==> src/rtl/column_frame_buffer.sv <==
// column_frame_buffer
// Double-buffered LED column store. A full column is fetched from the texture
// ROM into the back half of a two-column RAM; the halves swap only at a strip
// refresh boundary, so every refresh shows one coherent column.

module column_frame_buffer #(
    parameter int LED_COUNT  = 52,
    parameter int TEX_WIDTH  = 64,
    parameter int NUM_FRAMES = 75,
    parameter int PX_BITS    = 6,
    parameter int COL_BITS   = 6,
    parameter int FRAME_BITS = 8,
    parameter int ADDR_WIDTH = 18
) (
    input  logic                  clk,
    input  logic                  reset,
    input  logic [COL_BITS-1:0]   theta,
    input  logic [FRAME_BITS-1:0] frame_idx,
    output logic [ADDR_WIDTH-1:0] rom_addr,
    input  logic [23:0]           rom_data,
    input  logic [PX_BITS-1:0]    px_num,
    input  logic                  strip_sync,
    output logic [23:0]           pixel,
    output logic                  col_valid,
    output logic                  fill_busy,
    output logic [15:0]           drop_cnt
);

    localparam int LED_BITS  = $clog2(LED_COUNT + 1);
    localparam int MEM_DEPTH = 2 * LED_COUNT;
    localparam int IDX_BITS  = $clog2(MEM_DEPTH);

    localparam logic [LED_BITS-1:0] LAST_LED = LED_BITS'(LED_COUNT - 1);
    localparam logic [LED_BITS-1:0] LED_END  = LED_BITS'(LED_COUNT);
    localparam logic [PX_BITS-1:0]  LAST_PX  = PX_BITS'(LED_COUNT - 1);

    // The ROM must be addressable with ADDR_WIDTH bits.
    if (TEX_WIDTH * LED_COUNT * NUM_FRAMES > (1 << ADDR_WIDTH)) begin : g_addr_too_narrow
        $error("column_frame_buffer: ADDR_WIDTH too small for texture ROM");
    end

    typedef enum logic [1:0] {
        S_IDLE  = 2'd0,
        S_FILL  = 2'd1,
        S_READY = 2'd2
    } state_t;

    // Saturating increment for the dropped-column counter.
    function automatic logic [15:0] sat_inc16(input logic [15:0] v);
        if (v == 16'hFFFF) begin
            return v;
        end else begin
            return v + 16'd1;
        end
    endfunction

    state_t                state_q, state_d;
    logic [LED_BITS-1:0]   fill_led_q, fill_led_d;
    logic [COL_BITS-1:0]   fill_col_q, fill_col_d;
    logic [FRAME_BITS-1:0] fill_frame_q, fill_frame_d;
    logic                  pend_q, pend_d;
    logic [COL_BITS-1:0]   pend_col_q, pend_col_d;
    logic [FRAME_BITS-1:0] pend_frame_q, pend_frame_d;
    logic                  init_fill_q, init_fill_d;
    logic [COL_BITS-1:0]   theta_last_q;
    logic [FRAME_BITS-1:0] frame_last_q;
    logic                  front_sel_q, front_sel_d;
    logic                  col_valid_q, col_valid_d;
    logic                  fill_busy_q, fill_busy_d;
    logic [15:0]           drop_cnt_q, drop_cnt_d;
    logic                  valid_d1_q, valid_d1_d;
    logic [LED_BITS-1:0]   led_d1_q;
    logic [23:0]           pixel_q, pixel_d;

    logic                  trig_s;
    logic                  last_wr_s;
    logic [IDX_BITS-1:0]   wr_idx_s;
    logic [IDX_BITS-1:0]   rd_idx_s;

    logic [23:0] mem [MEM_DEPTH];

    assign trig_s    = init_fill_q || (theta != theta_last_q) || (frame_idx != frame_last_q);
    assign last_wr_s = (state_q == S_FILL) && valid_d1_q && (led_d1_q == LAST_LED);

    // Address arithmetic done modulo 2**ADDR_WIDTH: identical low bits to a
    // full-width product followed by truncation.
    assign rom_addr = ADDR_WIDTH'(fill_frame_q) * ADDR_WIDTH'(TEX_WIDTH * LED_COUNT)
                    + ADDR_WIDTH'(fill_led_q) * ADDR_WIDTH'(TEX_WIDTH)
                    + ADDR_WIDTH'(fill_col_q);

    // Writes go to the half not being shown; reads come only from the front.
    assign wr_idx_s = front_sel_q ? IDX_BITS'(led_d1_q)
                                  : IDX_BITS'(LED_COUNT) + IDX_BITS'(led_d1_q);
    assign rd_idx_s = front_sel_q ? IDX_BITS'(LED_COUNT) + IDX_BITS'(px_num)
                                  : IDX_BITS'(px_num);

    // Next-state logic for the fill/swap controller.
    always_comb begin
        state_d      = state_q;
        fill_led_d   = fill_led_q;
        fill_col_d   = fill_col_q;
        fill_frame_d = fill_frame_q;
        pend_d       = pend_q;
        pend_col_d   = pend_col_q;
        pend_frame_d = pend_frame_q;
        init_fill_d  = init_fill_q;
        front_sel_d  = front_sel_q;
        col_valid_d  = col_valid_q;
        drop_cnt_d   = drop_cnt_q;

        case (state_q)
            S_IDLE: begin
                if (trig_s) begin
                    state_d      = S_FILL;
                    fill_col_d   = theta;
                    fill_frame_d = frame_idx;
                    fill_led_d   = {LED_BITS{1'b0}};
                    init_fill_d  = 1'b0;
                end else begin
                    state_d = S_IDLE;
                end
            end
            S_FILL: begin
                if (fill_led_q < LED_END) begin
                    fill_led_d = fill_led_q + {{(LED_BITS-1){1'b0}}, 1'b1};
                end else begin
                    fill_led_d = fill_led_q;
                end
                if (last_wr_s) begin
                    if (pend_q || trig_s) begin
                        // Finished column is superseded before display.
                        drop_cnt_d = sat_inc16(drop_cnt_q);
                        state_d    = S_FILL;
                        fill_led_d = {LED_BITS{1'b0}};
                        pend_d     = 1'b0;
                        if (trig_s) begin
                            fill_col_d   = theta;
                            fill_frame_d = frame_idx;
                        end else begin
                            fill_col_d   = pend_col_q;
                            fill_frame_d = pend_frame_q;
                        end
                    end else begin
                        state_d = S_READY;
                    end
                end else if (trig_s) begin
                    // Latest request wins; the running fill completes first.
                    pend_d       = 1'b1;
                    pend_col_d   = theta;
                    pend_frame_d = frame_idx;
                end else begin
                    pend_d = pend_q;
                end
            end
            S_READY: begin
                if (strip_sync) begin
                    front_sel_d = ~front_sel_q;
                    col_valid_d = 1'b1;
                    if (trig_s) begin
                        state_d      = S_FILL;
                        fill_col_d   = theta;
                        fill_frame_d = frame_idx;
                        fill_led_d   = {LED_BITS{1'b0}};
                    end else begin
                        state_d = S_IDLE;
                    end
                end else if (trig_s) begin
                    drop_cnt_d   = sat_inc16(drop_cnt_q);
                    state_d      = S_FILL;
                    fill_col_d   = theta;
                    fill_frame_d = frame_idx;
                    fill_led_d   = {LED_BITS{1'b0}};
                end else begin
                    state_d = S_READY;
                end
            end
            default: begin
                state_d = S_IDLE;
            end
        endcase
    end

    // ROM read pipeline, busy flag and front-buffer read data.
    always_comb begin
        valid_d1_d  = (state_q == S_FILL) && (fill_led_q < LED_END);
        fill_busy_d = (state_d == S_FILL);
        if (col_valid_q && (px_num <= LAST_PX)) begin
            pixel_d = mem[rd_idx_s];
        end else begin
            pixel_d = 24'h000000;
        end
    end

    // Controller and output registers with asynchronous reset.
    always_ff @(posedge clk or posedge reset) begin
        if (reset) begin
            state_q      <= S_IDLE;
            fill_led_q   <= {LED_BITS{1'b0}};
            fill_col_q   <= {COL_BITS{1'b0}};
            fill_frame_q <= {FRAME_BITS{1'b0}};
            pend_q       <= 1'b0;
            pend_col_q   <= {COL_BITS{1'b0}};
            pend_frame_q <= {FRAME_BITS{1'b0}};
            init_fill_q  <= 1'b1;
            theta_last_q <= {COL_BITS{1'b0}};
            frame_last_q <= {FRAME_BITS{1'b0}};
            front_sel_q  <= 1'b0;
            col_valid_q  <= 1'b0;
            fill_busy_q  <= 1'b0;
            drop_cnt_q   <= 16'h0000;
            valid_d1_q   <= 1'b0;
            led_d1_q     <= {LED_BITS{1'b0}};
            pixel_q      <= 24'h000000;
        end else begin
            state_q      <= state_d;
            fill_led_q   <= fill_led_d;
            fill_col_q   <= fill_col_d;
            fill_frame_q <= fill_frame_d;
            pend_q       <= pend_d;
            pend_col_q   <= pend_col_d;
            pend_frame_q <= pend_frame_d;
            init_fill_q  <= init_fill_d;
            theta_last_q <= theta;
            frame_last_q <= frame_idx;
            front_sel_q  <= front_sel_d;
            col_valid_q  <= col_valid_d;
            fill_busy_q  <= fill_busy_d;
            drop_cnt_q   <= drop_cnt_d;
            valid_d1_q   <= valid_d1_d;
            led_d1_q     <= fill_led_q;
            pixel_q      <= pixel_d;
        end
    end

    // Column RAM write port (contents intentionally not reset).
    always_ff @(posedge clk) begin
        if (valid_d1_q) begin
            mem[wr_idx_s] <= rom_data;
        end
    end

    assign pixel     = pixel_q;
    assign col_valid = col_valid_q;
    assign fill_busy = fill_busy_q;
    assign drop_cnt  = drop_cnt_q;

endmodule

==> config.mk <==
export PLATFORM = sky130hd
export DESIGN_NAME = column_frame_buffer
export DESIGN_NICKNAME = d
export VERILOG_FILES = /design/src/rtl/column_frame_buffer.sv
export SDC_FILE = /design/constraint.sdc
export NUM_CORES = 2
export LEC_CHECK = 0
export CORE_AREA = 8 8 540 436
export DETAILED_ROUTE_END_ITERATION = 12
export DIE_AREA = 0 0 548 444
export GPL_ROUTABILITY_DRIVEN = 0
export PLACE_DENSITY = 0.62
export SLEW_MARGIN = 20
export SYNTH_ARGS = -nofsm -noshare
export SYNTH_HDL_FRONTEND = slang
export SYNTH_SLANG_ARGS = --single-unit
export TNS_END_PERCENT = 1
==> constraint.sdc <==
create_clock -name clk -period 3.4 [get_ports clk]
set_input_delay 0.34 -clock clk [delete_from_list [all_inputs] [get_ports clk]]
set_output_delay 0.34 -clock clk [all_outputs]
set_load 0.005 [all_outputs]
# [Word level (Yosys, flattened, before mapping)]
# Memory sizes are Yosys's and may differ from the RTL's.
# Cells that the tools add are included.
[totals] reg_bits=102 wordCells=96 input_bits=47 mem_count=1 mem_bits_rw=2496 latchBits=0 output_inout_bits=60 rom_bits=0
[op_classes] reduce_logical=19 bitwise=2 addsub=6 n_lt_le_gt_ge=2 eq_ne=13 n_div=0 multipliers=1 shifts=0 muxes=35
[memory_table] memory="mem" depth=104 word_bits=24 rd=1 rd_ports_with_merged_regs=0 wr=1 line_no="80" text="logic [23:0] mem [MEM_DEPTH];"
[op_table] operator="$mux W16" count=5
[op_table] operator="$mux W6" count=8
[op_table] operator="$mux W8" count=4
[op_table] operator="$pmux W16 S2" count=1
[op_table] operator="$mux W24" count=1
[op_table] operator="$pmux W6 S2" count=2
[op_table] operator="$add A18 B12 Y18" count=1
[op_table] operator="$add A18 B6 Y18" count=1
[op_table] operator="$add A16 B1 Y16 const B" count=1
[op_table] operator="$eq A16 B16 Y1 const B" count=1
[op_table] operator="$pmux W8 S2" count=1
[op_table] operator="$add A6 B6 Y7 const A" count=2
[op_table] operator="$mux W7" count=2
[op_table] operator="$mul A8 B4 Y10 const B" count=1
[op_table] operator="$mux W2" count=4
[op_table] operator="$ne A8 B8 Y1" count=1
[op_table] operator="$reduce_and A2 Y1" count=4
[op_table] operator="$add A6 B1 Y6 const B" count=1
[op_table] operator="$eq A6 B6 Y1 const B" count=1
[op_table] operator="$le A6 B6 Y1 const B" count=1
[op_table] operator="$lt A6 B6 Y1 const B" count=1
[op_table] operator="$mux W1" count=6
[op_table] operator="$ne A2 B1 Y1 const B" count=3
[op_table] operator="$ne A2 B2 Y1 const B" count=3
[op_table] operator="13 further kinds" count=22

# [Logic depth before layout (Yosys ltp)]
[depth] word_depth=8 ltp_mapped=13 depth_no_buf=12

# [Worst setup path before layout]
# OpenSTA, ideal clock, no wires.
[synth_timing] kind="reg-to-reg" startpoint="register front_sel_q" endpoint="memory mem[10][0], enable pin" arrival_ns=2.837 synth_period_minus_slack_ns=3.241 setup_slack_ns=0.159 setup_time_ns=0.405 path_stages_with_launch=8 path_cell_list="dfrtp_1 buf_4 clkbuf_1 buf_1 xor2_1 nand2_1 clkbuf_1 nor2_1"
[synth_between] elab_chain_len=1
[synth_lines] item="start, declared" line_no="67" text="logic front_sel_q, front_sel_d;"
[synth_lines] item="start signal, assigned" line_no="225" text="front_sel_q <= front_sel_d;"
[synth_lines] item="$mux W7" line_no="92" text="assign wr_idx_s = front_sel_q ? IDX_BITS'(led_d1_q)"
[synth_lines] item="end, declared" line_no="80"
# Every way passes these cells.

# [Final worst setup path]
[layout_timing] startpoint="register fill_frame_q[1]" endpoint="output rom_addr[17]"
[layout_between] elab_chain_len=3
[layout_lines] item="start, declared" line_no="60" text="logic [FRAME_BITS-1:0] fill_frame_q, fill_frame_d;"
[layout_lines] item="start signal, assigned" line_no="200" text="fill_frame_q <= {FRAME_BITS{1'b0}};"
[layout_lines] item="start signal, assigned" line_no="218" text="fill_frame_q <= fill_frame_d;"
[layout_lines] item="$mul A8 B4 Y10" line_no="87" text="assign rom_addr = ADDR_WIDTH'(fill_frame_q) * ADDR_WIDTH'(TEX_WIDTH * LED_COUNT)"
[layout_lines] item="$add A18 B12 Y18" line_no="88" text="+ ADDR_WIDTH'(fill_led_q) * ADDR_WIDTH'(TEX_WIDTH)"
[layout_lines] item="$add A18 B6 Y18" line_no="89" text="+ ADDR_WIDTH'(fill_col_q);"
[layout_lines] item="end, declared" line_no="19" text="output logic [ADDR_WIDTH-1:0] rom_addr,"
# Every way passes these cells.

==> results.py <==
metrics = {
    "critical_path": {
        "setup.worst_path.start_class": "flip-flop",
        "worstSetupPathType": "reg -> out",
        "critPathMaxFanout": 3,
        "worst_r2r_startpoint": "front_sel_q",
        "endpoint": "rom_addr[17]",
        "reg2reg_to": "pixel[12]",
        "worstSetupEndpointType": "output port",
        "r2r_slack_ns": 0.21,
        "cp.arrival_ns": 3.51,
        "critPathLaunch": "fill_frame_q[1]",
        "worst_r2r_path_depth": 10,
        "worstPathRequired_ns": 3.06,
    },
    "sta": {
        "timing.slew.headroom": 0.218,
        "fin_crit_sh": 1.13,
        "skew_ns": 0.0717,
        "max_clock_freq_ghz": 0.260,
        "worstMarginPinSlew_ns": 1.17,
        "fin_ws_ns": -0.449,
        "hold_slack_ns": -0.0101,
        "hold_violations": 5,
        "tns_ns": -2.19,
        "rsz0062_at_grt": "yes",
        "setup_violations": 7,
        "slew_violations": 0,
        "fin_crit_ns": 3.85,
    },
    "grt": {
        "grt_start_max_net_pins": 95,
        "grt_pass1_wl_um": 403000,
        "grt_usage": 0.226,
        "overflow": 0,
        "first_global_vias": 54562,
        "antenna_found_initial": 15,
    },
    "placement": {
        "hpwl_um": 175000,
        "io_buffers": 106,
    },
    "yosys": {
        "yosys_warnings": 0,
        "synth_area_per_cell_um2": 17.6,
        "synth_area_um2": 101000,
        "yosys-top-cells-count": "edfxtp_1 (2,496), nand2_1 (891), mux4_2 (359), mux2i_1 (216), clkbuf_1 (183)",
        "seq_area_frac_synth": 0.764,
        "async_flop_share": 0.0393,
        "synth_edf_count": 2496,
        "yosys_register_bits": 2598,
        "synth_top_cell_by_area": "edfxtp_1",
        "synth_top_cell_area_share": 0.739,
        "netlist_instances": 5764,
        "synth_cell_types": 64,
        "synth_area_leaders": "edfxtp_1 (74%), mux4_2 (8.0%), nand2_1 (3.3%), dfrtp_1 (2.5%), mux2i_1 (2.1%)",
        "yosysMostFrequentCell": "edfxtp_1",
        "synth_fp_nets": 5847,
        "ys.flop_type": "edfxtp_1",
    },
    "outcome": {
        "status": "finished with violations",
        "violations": "hold timing, setup timing",
    },
    "detailed_routing": {
        "top_layer_used": "met4",
        "ant_nets": 0,
        "routed_via_density": 5.97,
        "dr.pass1.iters": 7,
        "drt_iter0_markers": 8055,
        "met2_length_um": 123000,
        "avgRoutedWirePerCell_um": 29.4,
        "drc": 0,
        "drt-total-wl_um": 281000,
        "routed-wl-met3_um": 29700,
        "vias": 57094,
        "wl_met1_um": 121000,
    },
    "power_and_ir_drop": {
        "pwr_density_cell_nw_per_um2": 601,
        "vdd_drop_max_v": 0.000723,
        "power_leakage_nw": 39.4,
    },
    "floorplan": {
        "fp.dieW_um": 548,
        "coreArea_um2": 227000,
        "die_h_um": 444,
        "num_rows": 157,
        "io_pins": 107,
        "start_util": 0.447,
        "die_area_um2": 243000,
    },
    "finish": {
        "drive_gt1_frac": 0.223,
        "final_nets": 6428,
        "fill_cells": 17930,
        "area_growth_pct": 17.0,
    },
    "clocking": {
        "cts_made_buffers": 242,
        "htreeDepth": 4,
        "cts_sinks": 2598,
        "worstSkewPairLatency_ns": 0.89,
        "cts_tree": "yes",
        "root_buffer": "clkbuf_16",
        "clockBufferDepth": 4,
        "clk_pin_slew_ns": 0.06,
    },
    "worst_hold_path": {
        "min_from": "rom_data[17]",
        "hold_path.class": "in -> reg",
    },
    "flow_run": {
        "cap_violations": 0,
    },
}
## repair_timing
item                                    4_1_cts  5_1_grt
hold endpoints to repair                    161        0
resized for setup                            28        4
setup buffers                                 2        0
hold buffers                                 19        0
pin swaps                                    15       10
endpoints found under the setup margin        7        7
## per-layer routing
layer	track usage	vias up
li1	-	24003
met1	0.348	29692
met2	0.330	2998
met3	0.0438	401
met4	0.0580	0
met5	0	-
## cells by family after synthesis
family	count (synthesis)	share of synthesized area
xor+xnor	56	0.00498
flops	2598	0.764
simple gates	1459	0.0613
fa+ha+maj	36	0.00488
buf+inv	386	0.0168
compound gates	616	0.0429
mux	613	0.105
## placed cells by master (no fill, tap or decap), drive strengths merged, types with 37 or more instances in the layout
cell type	count
buf	588
a21oi	145
a221oi	43
clkinv	95
edfxtp	2496
inv	46
dfrtp	101
nor2	177
a31oi	115
mux2	38
nand4	43
mux2i	216
clkbuf	302
and3	65
clkdlybuf4s50	74
xnor2	37
nand3	152
nor3	71
nand2	891
mux4	359
## worst min path at each step
stage	endpoint	slack [ns]	cells after the start
finish	mem[60][17]	-0.01	1
global route	mem[60][17]	0.004	1
CTS	mem[76][8]	0.004	1
detailed placement	led_d1_q[0]	0.45	0
floorplan	frame_last_q[0]	0.37	0
global placement	led_d1_q[1]	0.44	0
## through the flow
step	setup WS (ns)	util	std cells	total power [mW]	cell area, um^2
6_report	-0.449	0.523	9561	71.4	119000
5_1_grt	-0.668	0.523	9554	73.6	119000
4_1_cts	-0.595	0.523	9554	71.7	119000
3_5_place_dp	-0.370	0.489	9101	45.7	111000
3_3_place_gp	-0.328	0.489	9101	45.6	111000
2_1_floorplan	0.159	-	5764	41.0	101000
## report_power, final
| part | total, mW | switching (mW) | internal [mW] |
|---|---|---|---|
| logic | 8.91 | 5.01 | 3.90 |
| registers | 36.2 | 0.301 | 35.9 |
| clock network | 26.3 | 11.6 | 14.7 |
| total | 71.4 | 16.9 | 54.4 |
## critical path, stage by stage (launching register included)
cell      delay (ns)
dfrtp_1         0.41
ha_1            0.32
fa_1            0.49
ha_1            0.29
a21o_1          0.16
a21oi_2         0.18
o21bai_1        0.08
a21oi_1         0.17
xnor2_1         0.16
nand3_1         0.13
xnor2_1         0.14
buf_2           0.13
## state kept, by name, summed over array words and instances (netlist names)
register	flops
fill_busy	1
fill_led_q	6
col_valid	1
valid_d1_q	1
front_sel_q	1
theta_last_q	6
fill_frame_q	8
pend_q	1
frame_last_q	8
mem	2496
init_fill_q	1
pend_col_q	6
state_q	2
fill_col_q	6
led_d1_q	6
drop_cnt	16
pixel	24
pend_frame_q	8
## area by class of cell
type,count,area (um^2),share of cell area
clock buffer,302,6420,0.0541
timing repair buffer,681,6990,0.0588
sequential,2598,77500,0.653
antenna,7,17.5,0.000148
clock inverter,130,1130,0.00950
inverter,42,160,0.00135
tap,3021,3780,0.0318
multi-input combinational,2780,22700,0.191
Power figures use the tool's default switching activity.
